## src/rtl/ahb_sram_pkg.sv

```systemverilog
// ahb_sram_pkg: shared FSM state type, AHB HTRANS encodings and a helper for
// the bank-select width. Optional feature macro: SRAM_CTRL_RD_BYPASS_EN
// (adds the BYPASS state used by the read-after-write bypass path).
package ahb_sram_pkg;

    // AHB-lite HTRANS encodings
    localparam logic [1:0] HTRANS_IDLE   = 2'b00;
    localparam logic [1:0] HTRANS_BUSY   = 2'b01;
    localparam logic [1:0] HTRANS_NONSEQ = 2'b10;
    localparam logic [1:0] HTRANS_SEQ    = 2'b11;

    // Wait counter is wide enough for the largest wait setting (15)
    localparam int CNT_W = 4;

    // Controller FSM states
    typedef enum logic [2:0] {
        ST_IDLE    = 3'd0,
        ST_WR_WAIT = 3'd1,
        ST_WR_DONE = 3'd2,
        ST_RD_WAIT = 3'd3,
        ST_RD_DONE = 3'd4
`ifdef SRAM_CTRL_RD_BYPASS_EN
        ,
        ST_BYPASS  = 3'd5
`endif
    } state_t;

    // Number of address bits used for bank select (0 for a single bank)
    function automatic int bank_bits(input int n);
        return (n <= 1) ? 0 : $clog2(n);
    endfunction

endpackage

```

## src/rtl/ahb_sram_bank_dec.sv

```systemverilog
// ahb_sram_bank_dec: bank select for the SRAM controller. Decodes the top
// address bits into a one-hot chip enable and muxes the read data slice of
// the latched bank out of the concatenated SRAM output bus.
module ahb_sram_bank_dec
    import ahb_sram_pkg::*;
#(
    parameter int ADDR_WIDTH = 6,
    parameter int WORD_WIDTH = 8,
    parameter int NUM_BANKS  = 4,
    localparam int BANK_BITS = bank_bits(NUM_BANKS),
    localparam int BANK_W    = (BANK_BITS == 0) ? 1 : BANK_BITS
) (
    input  logic [ADDR_WIDTH-1:0]           addr,
    input  logic [BANK_W-1:0]               rd_bank,
    input  logic [NUM_BANKS*WORD_WIDTH-1:0] dout_bus,
    output logic [BANK_W-1:0]               bank,
    output logic [NUM_BANKS-1:0]            ce,
    output logic [WORD_WIDTH-1:0]           dout
);

    // A single bank has no select bits: everything maps to bank 0
    generate
        if (BANK_BITS == 0) begin : g_one_bank
            assign bank = '0;
        end else begin : g_multi_bank
            assign bank = addr[ADDR_WIDTH-1 -: BANK_BITS];
        end
    endgenerate

    // One-hot chip enable for the addressed bank
    always_comb begin
        ce       = '0;
        ce[bank] = 1'b1;
    end

    // Read data slice of the bank latched for the current data phase
    always_comb begin
        dout = dout_bus[int'(rd_bank)*WORD_WIDTH +: WORD_WIDTH];
    end

endmodule

```

## src/rtl/ahb_sram_ctrl.sv

```systemverilog
// ahb_sram_ctrl: AHB-lite slave in front of a banked synchronous SRAM.
// Writes stall for WRITE_WAIT cycles and strobe sram_we low in WR_DONE;
// reads stall for READ_WAIT cycles and return data in RD_DONE.
// Optional macro SRAM_CTRL_RD_BYPASS_EN: remembers the last completed write
// and answers a read of that exact address in one zero-wait BYPASS cycle.
//
// Handshake: a transfer is taken at a rising edge when hsel=1, htrans is
// NONSEQ/SEQ and hready=1. hready is low for the wait cycles of that
// transfer's data phase and high in the DONE/BYPASS cycle, where the next
// transfer may already be presented (back-to-back).
module ahb_sram_ctrl
    import ahb_sram_pkg::*;
#(
    parameter int ADDR_WIDTH = 6,
    parameter int WORD_WIDTH = 8,
    parameter int NUM_BANKS  = 4,
    parameter int WRITE_WAIT = 1,
    parameter int READ_WAIT  = 2,
    localparam int BANK_BITS = bank_bits(NUM_BANKS),
    localparam int BANK_W    = (BANK_BITS == 0) ? 1 : BANK_BITS,
    localparam int IN_W      = ADDR_WIDTH - BANK_BITS
) (
    input  logic                            hclk,
    input  logic                            hreset,
    input  logic                            hsel,
    input  logic [1:0]                      htrans,
    input  logic                            hwrite,
    input  logic [ADDR_WIDTH-1:0]           haddr,
    input  logic [WORD_WIDTH-1:0]           hwdata,
    output logic [WORD_WIDTH-1:0]           hrdata,
    output logic                            hready,
    output logic                            sram_clk,
    output logic [IN_W-1:0]                 sram_addr,
    output logic [WORD_WIDTH-1:0]           sram_din,
    output logic                            sram_we,
    output logic [NUM_BANKS-1:0]            sram_ce,
    input  logic [NUM_BANKS*WORD_WIDTH-1:0] sram_dout,
    output state_t                          fsm_state
);

    localparam logic [CNT_W-1:0] WR_LAST = CNT_W'(WRITE_WAIT - 1);
    localparam logic [CNT_W-1:0] RD_LAST = CNT_W'(READ_WAIT - 1);
    localparam logic [CNT_W-1:0] CNT_MAX = '1;

    state_t                  state;
    logic [CNT_W-1:0]        cnt;
    logic                    sram_we_q;
    logic [BANK_W-1:0]       bank_q;
    logic                    xfer_valid;
    logic [BANK_W-1:0]       dec_bank;
    logic [NUM_BANKS-1:0]    dec_ce;
    logic [WORD_WIDTH-1:0]   dout_sel;

    assign sram_clk  = hclk;
    assign fsm_state = state;

    // The registered strobe is also gated by reset so a reset landing in
    // WR_DONE cannot let the SRAM commit the aborted write at that edge.
    assign sram_we = sram_we_q | hreset;

    // NONSEQ and SEQ both start a transfer; IDLE and BUSY never do
    assign xfer_valid = hsel && hready &&
                        ((htrans == HTRANS_NONSEQ) || (htrans == HTRANS_SEQ));

    ahb_sram_bank_dec #(
        .ADDR_WIDTH (ADDR_WIDTH),
        .WORD_WIDTH (WORD_WIDTH),
        .NUM_BANKS  (NUM_BANKS)
    ) u_bank_dec (
        .addr     (haddr),
        .rd_bank  (bank_q),
        .dout_bus (sram_dout),
        .bank     (dec_bank),
        .ce       (dec_ce),
        .dout     (dout_sel)
    );

`ifdef SRAM_CTRL_RD_BYPASS_EN
    logic [ADDR_WIDTH-1:0] addr_q;
    logic [ADDR_WIDTH-1:0] rec_addr;
    logic [WORD_WIDTH-1:0] rec_data;
    logic                  rec_valid;
    logic                  byp_hit;
    logic [WORD_WIDTH-1:0] byp_data;

    // Bypass lookup; a write finishing this very cycle is newer than the record
    always_comb begin
        byp_hit  = 1'b0;
        byp_data = rec_data;
        if (state == ST_WR_DONE && addr_q == haddr) begin
            byp_hit  = 1'b1;
            byp_data = sram_din;
        end else if (rec_valid && rec_addr == haddr) begin
            byp_hit = 1'b1;
        end
    end
`endif

    // Transfer sequencing; the FSM owns every AHB/SRAM output register
    always_ff @(posedge hclk) begin
        if (hreset) begin
            state     <= ST_IDLE;
            cnt       <= '0;
            hready    <= 1'b1;
            sram_we_q <= 1'b1;
            sram_ce   <= '0;
            sram_addr <= '0;
            sram_din  <= '0;
            hrdata    <= '0;
            bank_q    <= '0;
`ifdef SRAM_CTRL_RD_BYPASS_EN
            addr_q    <= '0;
            rec_addr  <= '0;
            rec_data  <= '0;
            rec_valid <= 1'b0;
`endif
        end else begin
            case (state)
                ST_WR_WAIT: begin
                    // Write data arrives in the first data-phase cycle
                    if (cnt == '0) begin
                        sram_din <= hwdata;
                    end
                    if (cnt == WR_LAST) begin
                        state     <= ST_WR_DONE;
                        cnt       <= '0;
                        hready    <= 1'b1;
                        sram_we_q <= 1'b0;
                    end else if (cnt != CNT_MAX) begin
                        cnt <= cnt + 1'b1;
                    end
                end

                ST_RD_WAIT: begin
                    // The SRAM output is settled by the last wait cycle
                    if (cnt == RD_LAST) begin
                        state  <= ST_RD_DONE;
                        cnt    <= '0;
                        hready <= 1'b1;
                        hrdata <= dout_sel;
                    end else if (cnt != CNT_MAX) begin
                        cnt <= cnt + 1'b1;
                    end
                end

                // IDLE, WR_DONE, RD_DONE and BYPASS all have an open address phase
                default: begin
                    sram_we_q <= 1'b1;
                    cnt       <= '0;
`ifdef SRAM_CTRL_RD_BYPASS_EN
                    if (state == ST_WR_DONE) begin
                        rec_addr  <= addr_q;
                        rec_data  <= sram_din;
                        rec_valid <= 1'b1;
                    end
`endif
                    if (xfer_valid) begin
                        // The state itself remembers the transfer direction
                        sram_addr <= haddr[IN_W-1:0];
                        bank_q    <= dec_bank;
`ifdef SRAM_CTRL_RD_BYPASS_EN
                        addr_q    <= haddr;
                        if (!hwrite && byp_hit) begin
                            state   <= ST_BYPASS;
                            hready  <= 1'b1;
                            sram_ce <= '0;
                            hrdata  <= byp_data;
                        end else
`endif
                        if (hwrite) begin
                            state   <= ST_WR_WAIT;
                            hready  <= 1'b0;
                            sram_ce <= dec_ce;
                        end else begin
                            state   <= ST_RD_WAIT;
                            hready  <= 1'b0;
                            sram_ce <= dec_ce;
                        end
                    end else begin
                        state   <= ST_IDLE;
                        hready  <= 1'b1;
                        sram_ce <= '0;
                    end
                end
            endcase
        end
    end

endmodule

```

## config.mk

```make
export PLATFORM = sky130hd
export DESIGN_NAME = ahb_sram_ctrl
export DESIGN_NICKNAME = d
export VERILOG_FILES = /design/src/rtl/ahb_sram_pkg.sv /design/src/rtl/ahb_sram_bank_dec.sv /design/src/rtl/ahb_sram_ctrl.sv
export SDC_FILE = /design/constraint.sdc
export NUM_CORES = 1
export LEC_CHECK = 0
export ABC_CLOCK_PERIOD_IN_PS = 3720
export BUFFER_PORTS_ARGS = -buffer_cell sky130_fd_sc_hd__buf_2
export CAP_MARGIN = 20
export CORE_AREA = 2 2 72 54
export CTS_BUF_LIST = sky130_fd_sc_hd__clkbuf_8
export DETAILED_ROUTE_END_ITERATION = 10
export DIE_AREA = 0 0 74 56
export PLACE_DENSITY = 0.94
export SLEW_MARGIN = 15
export SYNTH_ARGS = -nofsm -noshare
export SYNTH_HDL_FRONTEND = slang
export SYNTH_SLANG_ARGS = --single-unit
```

## constraint.sdc

```tcl
create_clock -name hclk -period 3.72 [get_ports hclk]
set_input_delay 0.744 -clock hclk [delete_from_list [all_inputs] [get_ports hclk]]
set_output_delay 0.744 -clock hclk [all_outputs]
set_load 0.01 [all_outputs]
```

# ---- After elaboration in Yosys (flattened, before gate mapping)
# Index checks and enable logic that the tools add are counted.
dict set report totals {
  reg_bits 35
  in_bits 52
}
dict set report op_classes {
  order_cmp 2
  n_mux 18
  n_eq_ne 8
  reduce_logical 11
  bitwise 3
  n_addsub 1
  shifts 1
}
# operator count
set ops {}
lappend ops {{$shiftx 32x6->8} 1}
lappend ops {{$mux 4} 4}
lappend ops {{$reduce_and 2->1} 5}
lappend ops {{$mux 3} 3}
lappend ops {{$pmux 4 s2} 1}
lappend ops {{$pmux 3 s2} 1}
lappend ops {{$mux 1} 5}
lappend ops {{$add 4x1->4 const B} 1}
lappend ops {{$eq 2x2->1 const B} 2}
lappend ops {{$eq 4x1->1 const B} 1}
lappend ops {{$logic_not 4->1} 1}
lappend ops {{$ne 2x2->1 const B} 2}
lappend ops {{$ne 4x4->1 const B} 1}
lappend ops {{$pmux 1 s2} 2}
lappend ops {{$eq 3x1->1 const B} 1}
lappend ops {{$eq 3x2->1 const B} 1}
lappend ops {{$logic_and 1x1->1} 3}
lappend ops {{$lt 2x3->1 const B} 1}
lappend ops {{$demux 1 s2} 1}
lappend ops {{$ge 2x1->1 const B} 1}
lappend ops {{$mux 2} 1}
lappend ops {{$not 1->1} 2}
lappend ops {{$reduce_or 2->1} 1}
lappend ops {{$logic_or 1x1->1} 1}
lappend ops {{$or 1x1->1} 1}

# ---- Longest topological paths before layout
# Gate-level depths: netlist (run 1).
dict set report depth {
  word_depth 5
  ltp_mapped 6
}

# ---- Modules after synthesis
# A second synthesis (run 1) with hierarchy kept.
dict set report hier_totals {
  cells_unflattened 179
  hier_area_um2 1720.4
}
# mod cells_each instances seq_area_each_um2 area_each_um2
set modules_own_cells {}
lappend modules_own_cells {ahb_sram_ctrl 163 1 700.7 1486.4}
lappend modules_own_cells {ahb_sram_bank_dec 16 1 0.0 234.0}

==> results of run 1 <==
[Yosys cell counts (2+ instances only)]
cell	number
a21oi_1	24
a22o_1	2
a32o_1	2
buf_2	5
clkbuf_1	6
clkbuf_2	2
dfxtp_1	35
ha_1	3
inv_1	4
mux4_2	8
nand2_1	2
nand2b_1	2
nand3_1	25
nand3b_1	2
nor3_1	6
nor3b_2	3
o21ai_0	23
or3_1	2
[cells by family after synthesis]
family / Yosys count
adders and majority gates: 3
AOI/OAI and AO/OA: 56
DFF: 35
buffers and inverters: 19
muxes: 9
and+or+nand+nor: 52
xor gates and xnor gates: 1
[layer usage]
metal | global-route usage, % | up-vias
li1 | - | 803
met1 | 28.9 | 793
met2 | 32.4 | 97
met3 | 9.24 | 17
met4 | 14.3 | 0
met5 | 0 | -
[stage by stage]
step	cells	hold slack [ns]	setup slack [ns]	utilization [%]
after global routing	301	0.490	0.750	64.3
final	301	0.460	0.757	64.3
after detailed placement	290	0.449	1.00	60.7
after floorplan	175	0.450	0.997	-
after CTS	301	0.465	0.751	64.3
after global placement	290	0.446	1.00	60.7
[area by class of cell]
| type | instances | area (µm²) |
|---|---|---|
| fillers | 279 | 1210 |
| flip-flops and latches | 35 | 701 |
| well taps | 50 | 62.6 |
| clock inverters | 3 | 12.5 |
| inverters | 4 | 15.0 |
| multi-input cells | 121 | 887 |
| repair buffers | 79 | 395 |
| clock buffers | 9 | 115 |
[flip-flops by register name, indices dropped and copies added, names as in the netlist]
register,cells
hrdata,8
sram_din,8
cnt,4
sram_addr,4
sram_ce,4
fsm_state,3
bank_q,2
hready,1
sram_we_q,1
[worst max-delay path: cells and delay by family]
kind / cells / cell delay (ns)
buffers and inverters: 3 / 0.36
[power breakdown]
group          switching, mW  internal [mW]  total (mW)
Clock                  0.162          0.202       0.364
Combinational         0.0370         0.0446      0.0816
Sequential           0.00901          0.383       0.393
[cell usage in the layout, fill, tap and decap left out]
cell type  count
o211ai_1       1
nand3_1       25
clkbuf_8       8
buf_2         80
ha_1           3
a2111oi_2      1
nand3b_1       2
inv_1          6
or3b_1         1
mux4_2         8
a21oi_1       24
clkinv_2       1
and3b_2        1
or3_1          2
nor3b_2        3
nand2b_1       2
or2_2          1
a22oi_4        1
a22oi_1        1
nand2_1        2
a32o_1         2
or3b_2         1
or3b_4         1
dfxtp_1       35
o21ai_0       23
and2b_2        1
xnor2_1        1
mux2i_1        1
and3_1         1
or4_1          1
a22o_1         2
nor4_1         1
a31o_1         1
nor3_1         6
nor2_1         1
[final timing paths]
kind                            slack [ns]          to  cells past startpoint
worst max register to register        2.03      hready                      5
worst max-delay path                  0.76    sram_clk                      3
worst min register to register        0.46  sram_ce[2]                      1
worst min-delay path                  0.46  sram_ce[2]                      1
==> metrics.md, run 1 <==
| Metric | Value |
|---|---|
| Cell Chain, Critical Path | clkbuf_8, clkbuf_8, buf_2 |
| RSZ-0062 raised after global routing | no |
| CP max-delay cell | buf_2 |
| Synth cell types | 37 |
| Final Hold Fails | 0 |
| CTS tree | done |
| DP Area | between 0.002 and 0.0025 mm² |
| Worst-Margin Slew | 0.717 ns |
| DRC | 0 |
| VDD IR max | 0.261 mV |
| Slowest Stage Delay on Critical Path | ~0.13 ns |
| Diode count | 0 |
| Layout area overhead | 30.3% |
| TNS Setup | 0 ns |
| Num rows | 18 |
| Max cap viols | 0 |
| Synthesized area per cell | roughly 9.6 µm² |
| CTS clk-pin slew, worst paths | 0.06 ns |
| Hold path startpoint | sram_ce[2] |
| Gr usage total | 23.0% |
| Mapped Nets | 230 |
| Worst-Skew Late Latency | 0.40 ns |
| Initial DRC Count | 91 |
| GP Congestion | 0.728 |
| IO Count | 82 |
| Worst Skew | 0.00531 ns |
| Biggest area consumer among synthesized cells | dfxtp_1 |
| Met2 WL post-DR | a little under 2000 µm |
| Mapped Cells | 175 |
| Die Area | 0.00414 mm² |
| Total chip power | ~0.84 mW |
| Min-Delay Path Class | reg2reg |
| Mux contribution to synthesized area | 11.3% |
| Combinational family with the most area after synthesis | compound AO/OA/AOI/OAI gates |
| Detailed-route via count | roughly 1700 |
| Nets@finish | 305 |
| Final Max Tran Viols | 0 |
| Worst r2r src | cnt[0] |
| CORE AREA | roughly 0.0034 mm² |
| IO buf count | 80 |
| Avg WL per Cell | ~14 µm |
| Postcts setup bufs | 0 |
| Number of setup violations in the final report | 0 |
| Asr flop ratio synth | 0% |
| Crit path launch type | clock port |
| Layout cells sized above 1 | between 40% and 50% |
| Simple-gate area share of the yosys netlist | 18.9% |
| Largest net degree at the start of global routing | 32 |
| Vias per cell | ~5.7 |
| Most area-consuming cells after synthesis | dfxtp_1 (42%), mux4_2 (11%), nand3_1 (7.5%), a21oi_1 (7.2%), o21ai_0 (6.9%) |
| DRT antenna net count | 0 |
| Die H | ~56 µm |
| Pwr dens | 383 mW/mm² |
| Crit path max fanout | 2 |
| Top FF cell, synth | dfxtp_1 |
| Final instance area | 0.00219 mm² |
| Setup crit end kind | output port |
| Synth Area in XOR/XNOR | 0.522% |
| Rel. slew slack | 52.0% |
| DRT Pass-1 Iters | 5 |
| Setup CP Type | clk2out |
| WL final | 4350 µm |
| Critical path required time | 2.98 ns |
| Die width | 74 µm |
| CP dominant cell by count | clkbuf_8 |
| Arrival time at the worst endpoint | 2.22 ns |
| Synth Register Bits | 35 |
| Leakage | 0.957 nW |
| Post-Syn Area | 0.00168 mm² |
| Area share of the largest cell type after synthesis | 41.7% |
| Grt total ovfl | 0 |
| Synth Area in Compound Gates | approximately a fifth |
| Starting density of the core | between 40 and 50% |
| Routed length on met3 | 426 µm |
| Global-route wire length before repair | just over 7000 µm |
| Post-synth EDFFs | 0 |
| Vias in the first global route | approximately 1500 |
| Initial antenna violation count | 0 |
| YS warnings | 0 |
| Register area share after synthesis | 41.7% |
| # resized after CTS | 0 |
| Status | completed |
| Top layer in use | met4 |
| Post-Synth Adder-Cell Area | ~2.2% |
| M1 WL | 1800 µm |
| Crit. Startpoint | hclk |
| Final HPWL DP | 3060 µm |
| Cts hold-fix bufs | 0 |
(Power assumes the default switching activity.)
==> run 2: changes to the inputs <==
--- a/config.mk
+++ b/config.mk
@@ -5,14 +5,14 @@
 export SDC_FILE = /design/constraint.sdc
 export NUM_CORES = 1
 export LEC_CHECK = 0
-export ABC_CLOCK_PERIOD_IN_PS = 3720
+export ABC_CLOCK_PERIOD_IN_PS = 2800
 export BUFFER_PORTS_ARGS = -buffer_cell sky130_fd_sc_hd__buf_2
 export CAP_MARGIN = 20
-export CORE_AREA = 2 2 72 54
+export CORE_AREA = 2 2 75 56
 export CTS_BUF_LIST = sky130_fd_sc_hd__clkbuf_8
 export DETAILED_ROUTE_END_ITERATION = 10
-export DIE_AREA = 0 0 74 56
-export PLACE_DENSITY = 0.94
+export DIE_AREA = 0 0 77 58
+export PLACE_DENSITY = 0.89
 export SLEW_MARGIN = 15
 export SYNTH_ARGS = -nofsm -noshare
 export SYNTH_HDL_FRONTEND = slang
==> constraint.sdc (replaced) <==
create_clock -name hclk -period 2.8 [get_ports hclk]
set_input_delay 0.56 -clock hclk [delete_from_list [all_inputs] [get_ports hclk]]
set_output_delay 0.56 -clock hclk [all_outputs]
set_load 0.01 [all_outputs]
==> run 2 against run 1 <==
Effect of this change:
- critical path depth unchanged
- sequential share of layout area down 0.13 points
- register-to-register slack worse by 0.92 ns
- routed wire length down 0.18%
- cell count up 0.33%
- first-iteration DRC count down 31%
- highest routed layer unchanged
==> metrics.md, run 2 (synthesized netlist as in run 1, its figures left out) <==
| Metric | Value |
|---|---|
| Status | completed |
| Arrival time at the worst endpoint | 1.75 ns (-0.47 ns) |
| Leakage | 0.954 nW (-0.36%) |
| DRT Pass-1 Iters | 4 (-1) |
| GP Congestion | 0.781 (+7.3%) |
| Min-Delay Path Class | in2reg |
| Worst-Margin Slew | 0.737 ns (+0.0198 ns) |
| CORE AREA | 0.00376 mm² (+10%) |
| Worst-Skew Late Latency | 0.39 ns (about the same) |
| TNS Setup | 0 ns (unchanged) |
| Detailed-route via count | 1631 (-4.6%) |
| Die Area | 0.00447 mm² (+7.8%) |
| Pwr dens | 512 mW/mm² (+34%) |
| Crit path launch type | clock port |
| CTS clk-pin slew, worst paths | 0.07 ns (about the same) |
| Slowest Stage Delay on Critical Path | 0.13 ns (about the same) |
| Most frequent cells in the layout | buf_2 (80), dfxtp_1 (35), nand3_1 (25) |
| RSZ-0062 raised after global routing | no |
| CTS tree | done |
| Die H | 58 µm (+3.6%) |
| Grt total ovfl | 0 (unchanged) |
| CP max-delay cell | buf_2 |
| Worst Skew | 0.00378 ns (-0.00153 ns) |
| Fin util | 58.5% (-5.9 points) |
| Rel. slew slack | 50.6% (-1.3 points) |
| Final Max Tran Viols | 0 (unchanged) |
| Final Hold Fails | 0 (unchanged) |
| Num rows | 19 (+1) |
| Gr usage total | 19.9% (-3.1 points) |
| Largest net degree at the start of global routing | 32 (unchanged) |
| Number of setup violations in the final report | 0 (unchanged) |
| CP dominant cell by count | clkbuf_8 |
| DRC | 0 (unchanged) |
| Most common cell after layout, fill and taps aside | buf_2 |
| Max cap viols | 0 (unchanged) |
| Postcts setup bufs | 0 (unchanged) |
| Starting density of the core | 44.7% (-4.7 points) |
| Global-route wire length before repair | 6870 µm (-2.9%) |
| Layout area overhead | 30.8% |
| Final Non-Filler Cells | 302 (+0.33%) |
| WL final | 4340 µm (-0.18%) |
| DP Area | 0.00207 mm² (+0.12%) |
| Vias per cell | 5.40 (-4.9%) |
| Dpl cells | 292 (+0.69%) |
| Initial DRC Count | 63 (-31%) |
| Setup ws final | 0.490 ns (-0.267 ns) |
| Hold_ws | 0.412 ns (-0.0478 ns) |
| Die width | 77 µm (+4.1%) |
| Setup CP Type | clk2out |
| DRT antenna net count | 0 (unchanged) |
| Layout cells sized above 1 | 43.2% (+0.57 points) |
| Total chip power | 1.13 mW (+34%) |
| # resized after CTS | 0 (unchanged) |
| Final instance area | 0.00220 mm² (+0.40%) |
| Largest registers | hrdata: 8 flops, sram_din: 8 flops |
| Diode count | 0 (unchanged) |
| VDD IR max | 0.352 mV (+35%) |
| Cell Chain, Critical Path | clkbuf_8, clkbuf_8, buf_2 |
| Nets@finish | 305 (unchanged) |
| Final HPWL DP | 3070 µm (+0.29%) |
| Initial antenna violation count | 0 (unchanged) |
| Avg WL per Cell | 14.4 µm (-0.51%) |
| IO buf count | 80 (unchanged) |
| Crit path max fanout | 2 (unchanged) |
| Critical path required time | 2.24 ns (-0.74 ns) |
| Setup crit end kind | output port |
| Worst slack at placement | 0.725 ns (-0.276 ns) |
| IO Count | 82 (unchanged) |
| Cts hold-fix bufs | 0 (unchanged) |
| Vias in the first global route | 1512 (-1.9%) |
run 2: changes by cell type in the layout (fill, tap and decap cells not counted), sizes merged:
| cell | delta |
|---|---|
| clkbuf | +1 |
| inv | -2 |
run 2: final timing paths:
kind         startpoint     endpoint  slack, ns  depth (start not counted)
max                hclk     sram_clk       0.49                          3
min reg2reg  sram_ce[2]   sram_ce[2]       0.47                          1
max reg2reg      cnt[0]       hready       1.11                          5
min           hwdata[3]  sram_din[3]       0.41                          3
run 2: area by class of cell:
type | count | area [µm²]
inverters | 4 | 15.0
flip-flops and latches | 35 | 701
multi-input cells | 121 | 887
fillers | 349 | 1560
clock buffers | 10 | 129
well taps | 52 | 65.1
clock inverters | 1 | 5.00
repair buffers | 79 | 395
run 2: where the power goes:
part | switching (mW) | leakage [nW] | internal [mW]
sequential | 0.0116 | 0.284 | 0.510
combinational | 0.0497 | 0.598 | 0.0593
clock | 0.203 | 0.0726 | 0.293
run 2: critical path, delay by kind of cell:
kind / cells / cell delay [ns]
buf+inv: 3 / 0.35
run 2: metal layers:
layer | vias to the layer above | global-route usage [%] | wire (µm)
li1 | 802 | - | -
met1 | 750 | 25.6 | 1970
met2 | 71 | 30.5 | 1970
met3 | 8 | 6.39 | 334
met4 | 0 | 10.5 | 64
met5 | - | 0 | 0
